[src/rtl/fwd_pkg.sv]
// Shared types for the forwarding/hazard controller: mux select encodings,
// FSM states and the shadow destination-register entry.
package fwd_pkg;

  localparam int RD_W = 5;

  localparam logic [1:0] FWD_REG = 2'b00;
  localparam logic [1:0] FWD_WB  = 2'b01;
  localparam logic [1:0] FWD_ALU = 2'b10;

  typedef enum logic [1:0] {
    RUN    = 2'b00,
    LSTALL = 2'b01,
    HOLD   = 2'b10
  } state_e;

  typedef struct packed {
    logic            valid;
    logic [RD_W-1:0] rd;
    logic            regwrite;
    logic            memread;
  } shadow_t;

  localparam shadow_t SHADOW_EMPTY = '0;

  // A stage can supply a value only if it really writes a non-x0 register.
  function automatic logic producer_ok(input shadow_t e);
    return e.valid && e.regwrite && (e.rd != '0);
  endfunction

endpackage

[src/rtl/fwd_select.sv]
// Per-operand forwarding priority compare: the youngest matching producer wins.
module fwd_select
  import fwd_pkg::*;
#(
  parameter int REG_AW = 5
) (
  input  logic [REG_AW-1:0] src,
  input  logic              use_src,
  input  logic              ex_ok,
  input  logic [REG_AW-1:0] ex_rd,
  input  logic              mem_ok,
  input  logic [REG_AW-1:0] mem_rd,
  output logic [1:0]        sel
);

  always_comb begin
    sel = FWD_REG;
    if (use_src) begin
      if (ex_ok && (ex_rd == src)) begin
        sel = FWD_ALU;
      end else if (mem_ok && (mem_rd == src)) begin
        sel = FWD_WB;
      end
    end
  end

endmodule

[src/rtl/fwd_hazard_ctrl.sv]
// Forwarding and load-use hazard controller for the five-stage pipeline.
// Define FWD_HAZARD_PERF_EN to add the load_stall_cnt performance counter.
module fwd_hazard_ctrl
  import fwd_pkg::*;
#(
  parameter int REG_AW = 5,
  parameter int CNT_W  = 32
) (
  input  logic              clk,
  input  logic              rst_n,
  input  logic              id_valid,
  input  logic [REG_AW-1:0] id_rs1,
  input  logic [REG_AW-1:0] id_rs2,
  input  logic              id_use_rs1,
  input  logic              id_use_rs2,
  input  logic [REG_AW-1:0] id_rd,
  input  logic              id_regwrite,
  input  logic              id_memread,
  input  logic              ex_flush,
  input  logic              mem_hold,
  output logic [1:0]        fwd_a_sel,
  output logic [1:0]        fwd_b_sel,
  output logic              stall_if_id,
`ifdef FWD_HAZARD_PERF_EN
  output logic [CNT_W-1:0]  load_stall_cnt,
`endif
  output logic              bubble_ex
);

  shadow_t ex_q, ex_d;
  shadow_t mem_q, mem_d;
  shadow_t wb_q, wb_d;

  state_e state_q, state_d;
  state_e prev_q, prev_d;
  state_e eff_state;

  logic [1:0] fwd_a_q, fwd_a_d;
  logic [1:0] fwd_b_q, fwd_b_d;
  logic [1:0] fwd_a_calc, fwd_b_calc;

  logic ex_ok, mem_ok;
  logic load_use, lu_stall, id_issue;

  fwd_select #(.REG_AW(REG_AW)) u_sel_a (
    .src     (id_rs1),
    .use_src (id_use_rs1),
    .ex_ok   (ex_ok),
    .ex_rd   (ex_q.rd),
    .mem_ok  (mem_ok),
    .mem_rd  (mem_q.rd),
    .sel     (fwd_a_calc)
  );

  fwd_select #(.REG_AW(REG_AW)) u_sel_b (
    .src     (id_rs2),
    .use_src (id_use_rs2),
    .ex_ok   (ex_ok),
    .ex_rd   (ex_q.rd),
    .mem_ok  (mem_ok),
    .mem_rd  (mem_q.rd),
    .sel     (fwd_b_calc)
  );

  always_comb begin
    ex_ok    = producer_ok(ex_q);
    mem_ok   = producer_ok(mem_q);
    load_use = id_valid && ex_ok && ex_q.memread &&
               ((id_use_rs1 && (id_rs1 == ex_q.rd)) ||
                (id_use_rs2 && (id_rs2 == ex_q.rd)));
    // A flush kills the consumer, so a simultaneous load-use costs nothing.
    lu_stall    = load_use && !ex_flush;
    stall_if_id = mem_hold || lu_stall;
    bubble_ex   = !mem_hold && lu_stall;
    id_issue    = id_valid && !lu_stall && !ex_flush;
    eff_state   = (state_q == HOLD) ? prev_q : state_q;
  end

  always_comb begin
    ex_d    = ex_q;
    mem_d   = mem_q;
    wb_d    = wb_q;
    fwd_a_d = fwd_a_q;
    fwd_b_d = fwd_b_q;
    state_d = state_q;
    prev_d  = prev_q;
    if (mem_hold) begin
      state_d = HOLD;
      prev_d  = eff_state;
    end else begin
      state_d = (eff_state == RUN && lu_stall) ? LSTALL : RUN;
      prev_d  = RUN;
      wb_d    = mem_q;
      mem_d   = ex_q;
      if (id_issue) begin
        ex_d.valid    = 1'b1;
        ex_d.rd       = id_rd;
        ex_d.regwrite = id_regwrite;
        ex_d.memread  = id_memread;
        fwd_a_d       = fwd_a_calc;
        fwd_b_d       = fwd_b_calc;
      end else begin
        ex_d    = SHADOW_EMPTY;
        fwd_a_d = FWD_REG;
        fwd_b_d = FWD_REG;
      end
    end
  end

`ifdef FWD_HAZARD_PERF_EN
  logic [CNT_W-1:0] cnt_q, cnt_d;

  always_comb begin
    cnt_d = cnt_q;
    if (!mem_hold && (eff_state == RUN) && lu_stall) begin
      cnt_d = cnt_q + CNT_W'(1);
    end
  end

  assign load_stall_cnt = cnt_q;
`else
  logic [CNT_W-1:0] unused_cnt_w;
  assign unused_cnt_w = '0;
`endif

  always_ff @(posedge clk or negedge rst_n) begin
    if (!rst_n) begin
      ex_q    <= SHADOW_EMPTY;
      mem_q   <= SHADOW_EMPTY;
      wb_q    <= SHADOW_EMPTY;
      fwd_a_q <= FWD_REG;
      fwd_b_q <= FWD_REG;
      state_q <= RUN;
      prev_q  <= RUN;
`ifdef FWD_HAZARD_PERF_EN
      cnt_q   <= '0;
`endif
    end else begin
      ex_q    <= ex_d;
      mem_q   <= mem_d;
      wb_q    <= wb_d;
      fwd_a_q <= fwd_a_d;
      fwd_b_q <= fwd_b_d;
      state_q <= state_d;
      prev_q  <= prev_d;
`ifdef FWD_HAZARD_PERF_EN
      cnt_q   <= cnt_d;
`endif
    end
  end

  assign fwd_a_sel = fwd_a_q;
  assign fwd_b_sel = fwd_b_q;

  // WB is tracked for completeness; the regfile write-before-read covers it.
  logic unused_shadow;
  assign unused_shadow = ^{wb_q, mem_q.memread};

endmodule

[config.mk]
export PLATFORM = sky130hd
export DESIGN_NAME = fwd_hazard_ctrl
export DESIGN_NICKNAME = d
export VERILOG_FILES = /design/src/rtl/fwd_pkg.sv /design/src/rtl/fwd_select.sv /design/src/rtl/fwd_hazard_ctrl.sv
export SDC_FILE = /design/constraint.sdc
export NUM_CORES = 1
export LEC_CHECK = 0
export ABC_AREA = 1
export CAP_MARGIN = 5
export CORE_MARGIN = 5
export CORE_UTILIZATION = 40
export CTS_CLUSTER_SIZE = 25
export DETAILED_ROUTE_END_ITERATION = 10
export GPL_TIMING_DRIVEN = 0
export PLACE_DENSITY = 0.64
export SLEW_MARGIN = 40
export SYNTH_ARGS = -nofsm -noshare
export SYNTH_HDL_FRONTEND = slang
export SYNTH_HIERARCHICAL = 1
export SYNTH_SLANG_ARGS = --single-unit
[constraint.sdc]
create_clock -name clk -period 1.7 [get_ports clk]
set_input_delay 0.34 -clock clk [delete_from_list [all_inputs] [get_ports clk]]
set_output_delay 0.34 -clock clk [all_outputs]
set_load 0.05 [all_outputs]
==> results.yml <==
final_layout:
  antennaDiodeCount: 0
  final_util_pct: 58.02
  nNetsFinal: 331
  syn2layout_area_growth_pct: 37.26
  final_cell_mix: "nand2_1, inv_1, nor2_1, nand3_1"
  layout-drive-gt1-share_pct: 18.63
  final_common_cell: "nand2_1"
cts:
  clock-sinks: 19
  worst_skew_pair.late_latency_ps: 290
  cts_made_buffers: 3
  clkTransAtPathRegs_ps: 100
  cts_tree: "built"
  htree_levels: 1
  clock-root-buffer: "clkbuf_4"
  cts_buffer_depth: 2
placement:
  gp_congestion: 0.7904
  dpl.hpwl_um: 2868
  numPortBuffers: 28
power_and_ir_drop:
  power_frac_clock_pct: 22.2
  p_int_uw: 687.6
  p_sw_uw: 310.9
  p_per_area_nw_per_um2: 503.8
  seq_power_share_pct: 50.9
  comb_power_share_pct: 27.0
  switching_share_pct: 31.13
  total_power_uw: 998.5
  p_leak_uw: 0.001123
  ir_drop_mv: 0.3810
synth:
  ys_types: 14
  syn_area_sq_um: 1444
  postSynthCellCount: 258
  synth-seq-cells: 19
  yosysWarnings: 6
  syn_nets: 282
  yosysSeqAreaShare_pct: 32.93
  syn_area_per_cell_sq_um: 5.596
timing:
  clock.fmax_mhz: 523.7
  rsz0062_at_grt: "yes"
  relSlewSlack_pct: 67.07
  fin_tns_setup_ps: -374.3
  layout_min_cycle_time_ps: 1910
  fin_ws_ps: -209.5
  setup_viol_count_final: 2
  fin_skew_ps: 2.085
  worst_pin_slew_ps: 495.9
  drv_slew: 0
  fin_crit_sh_pct: 112.3
  timing_hold_violations_final: 0
floorplanning:
  initial_utilization_pct: 42.27
  die_h_um: 70.08
  die_w_um: 70.08
  io-pin-count: 30
  design.core.area_sq_um: 3416
  dieArea_sq_um: 4911
  row_count: 21
global_routing:
  grt.overflow.total: 0
  antenna_found_initial: 0
  grt_pass1_vias: 1436
  grt_pass1_wl_um: 6354
  grt_max_degree: 20
  gr-usage-all-layers_pct: 15.91
min_path:
  min_path_cells: 2
  hold_class: "in2reg"
critical_path:
  cp-end-kind: "primary output"
  cp_max_fo: 7
  r2r_cells: 11
  critPathArrivalTime_ps: 1570
  critPathRequiredTime_ps: 1360
  start_kind: "flip-flop"
  worst-setup-path-type: "reg2out"
routing:
  via_count: 1585
  dr.first_iter.drc_count: 65
  ant_nets: 0
  remaining_drc_errors: 0
  wl_um: 3726
  drt_first_pass_iters: 4
  viasPerCell: 4.503
  routedWlPerCell_um: 10.59
outcome:
  violations: "negative setup slack"
  status: "complete, but fails checks"
run:
  maxCapViolCount: 0
==> cells by family (layout without fill, tap and decap cells) <==
| kind of cell | after synthesis | in the layout | synth area share, % |
|---|---|---|---|
| compound gates | 9 | 9 | 3.119 |
| buf+inv | 54 | 102 | 14.82 |
| flops | 19 | 19 | 32.93 |
| simple gates | 176 | 176 | 49.13 |
==> critical path, stage by stage (launching register included) <==
cell and delay, ps:
dfrtp_2 460, buf_4 140, nor2_2 30, nor2_1 110, nand3_2 90, nand2_2 90
nand2_4 90, nor2_4 120, buf_8 150
==> final cells by class <==
type / instances / area (sq um)
buffer: 4 / 18.77
clock buffer: 4 / 26.28
fill: 359 / 1434
inverter: 49 / 188.9
multi-input combinational: 185 / 809.5
sequential: 19 / 481.7
tap: 46 / 57.56
timing repair buffer: 45 / 399.1
==> path summary, 6_finish.rpt <==
kind | from | endpoint | slack (ps)
setup / recovery | ex_q[2]$_DFFE_PN0N_ | bubble_ex | -210
hold / removal | mem_hold | mem_q[2]$_DFFE_PN0N_ | 450
setup reg to reg | ex_q[2]$_DFFE_PN0N_ | fwd_a_sel[1]$_DFFE_PN0N_ | 90
hold reg to reg | fwd_a_sel[0]$_DFFE_PN0N_ | fwd_a_sel[0]$_DFFE_PN0N_ | 490
max in group asynchronous | rst_n | ex_q[6]$_DFFE_PN0N_ | 880
min in group asynchronous | rst_n | fwd_a_sel[0]$_DFFE_PN0N_ | 500
==> registers in the layout (all words and copies together), names as in the netlist <==
name / count
ex_q: 8
mem_q: 7
fwd_a_sel: 2
fwd_b_sel: 2
==> layer usage <==
layer,vias up,part of all wire (%),track usage [%]
met3,6,5.0,2.152
met1,685,47,21.36
met4,0,1.6,5.319
li1,857,-,-
met5,-,0,0
met2,37,46,26.23
==> Yosys cell counts <==
cell / number / area, sq um
buf_4: 1 / 7.510
buf_6: 1 / 11.26
clkbuf_1: 3 / 11.26
dfrtp_1: 19 / 475.5
inv_1: 45 / 168.9
inv_2: 4 / 15.01
nand2_1: 116 / 435.4
nand2_2: 5 / 31.28
nand3_1: 22 / 110.1
nand4_1: 1 / 6.260
nor2_1: 29 / 108.9
nor2_2: 2 / 12.51
nor3_1: 1 / 5.000
o21ai_0: 9 / 45.04
==> stage by stage <==
stage | cell area [sq um] | std cells | setup slack (ps) | hold WS [ps]
after floorplan | 1454 | 258 | 23.27 | 44.41
after global placement | 1792 | 332 | -1101 | 465.8
after detailed placement | 1787 | 332 | -1116 | 291.4
after CTS | 1878 | 345 | -312.5 | 442.5
after global routing | 1982 | 352 | -337.8 | 460.4
final | 1982 | 352 | -209.5 | 448.7
==> power by group through the flow <==
stage / registers (uW) / logic (uW) / clock network (uW)
floorplan: 508 / 142 / 0
finish: 508 / 269 / 221
detailed placement: 519 / 242 / 0
CTS: 509 / 252 / 222
global route: 514 / 309 / 254
global placement: 519 / 241 / 0
==> what timing repair did <==
item / 4_1_cts / 5_1_grt
endpoints found under the setup margin: 6 / 2
pin swaps: 4 / 11
buffers inserted: 8 / 8
hold buffers: 1 / 0
resized for setup: 40 / 17
hold endpoints to repair: 19 / 0
Power figures use the tool's default switching activity.
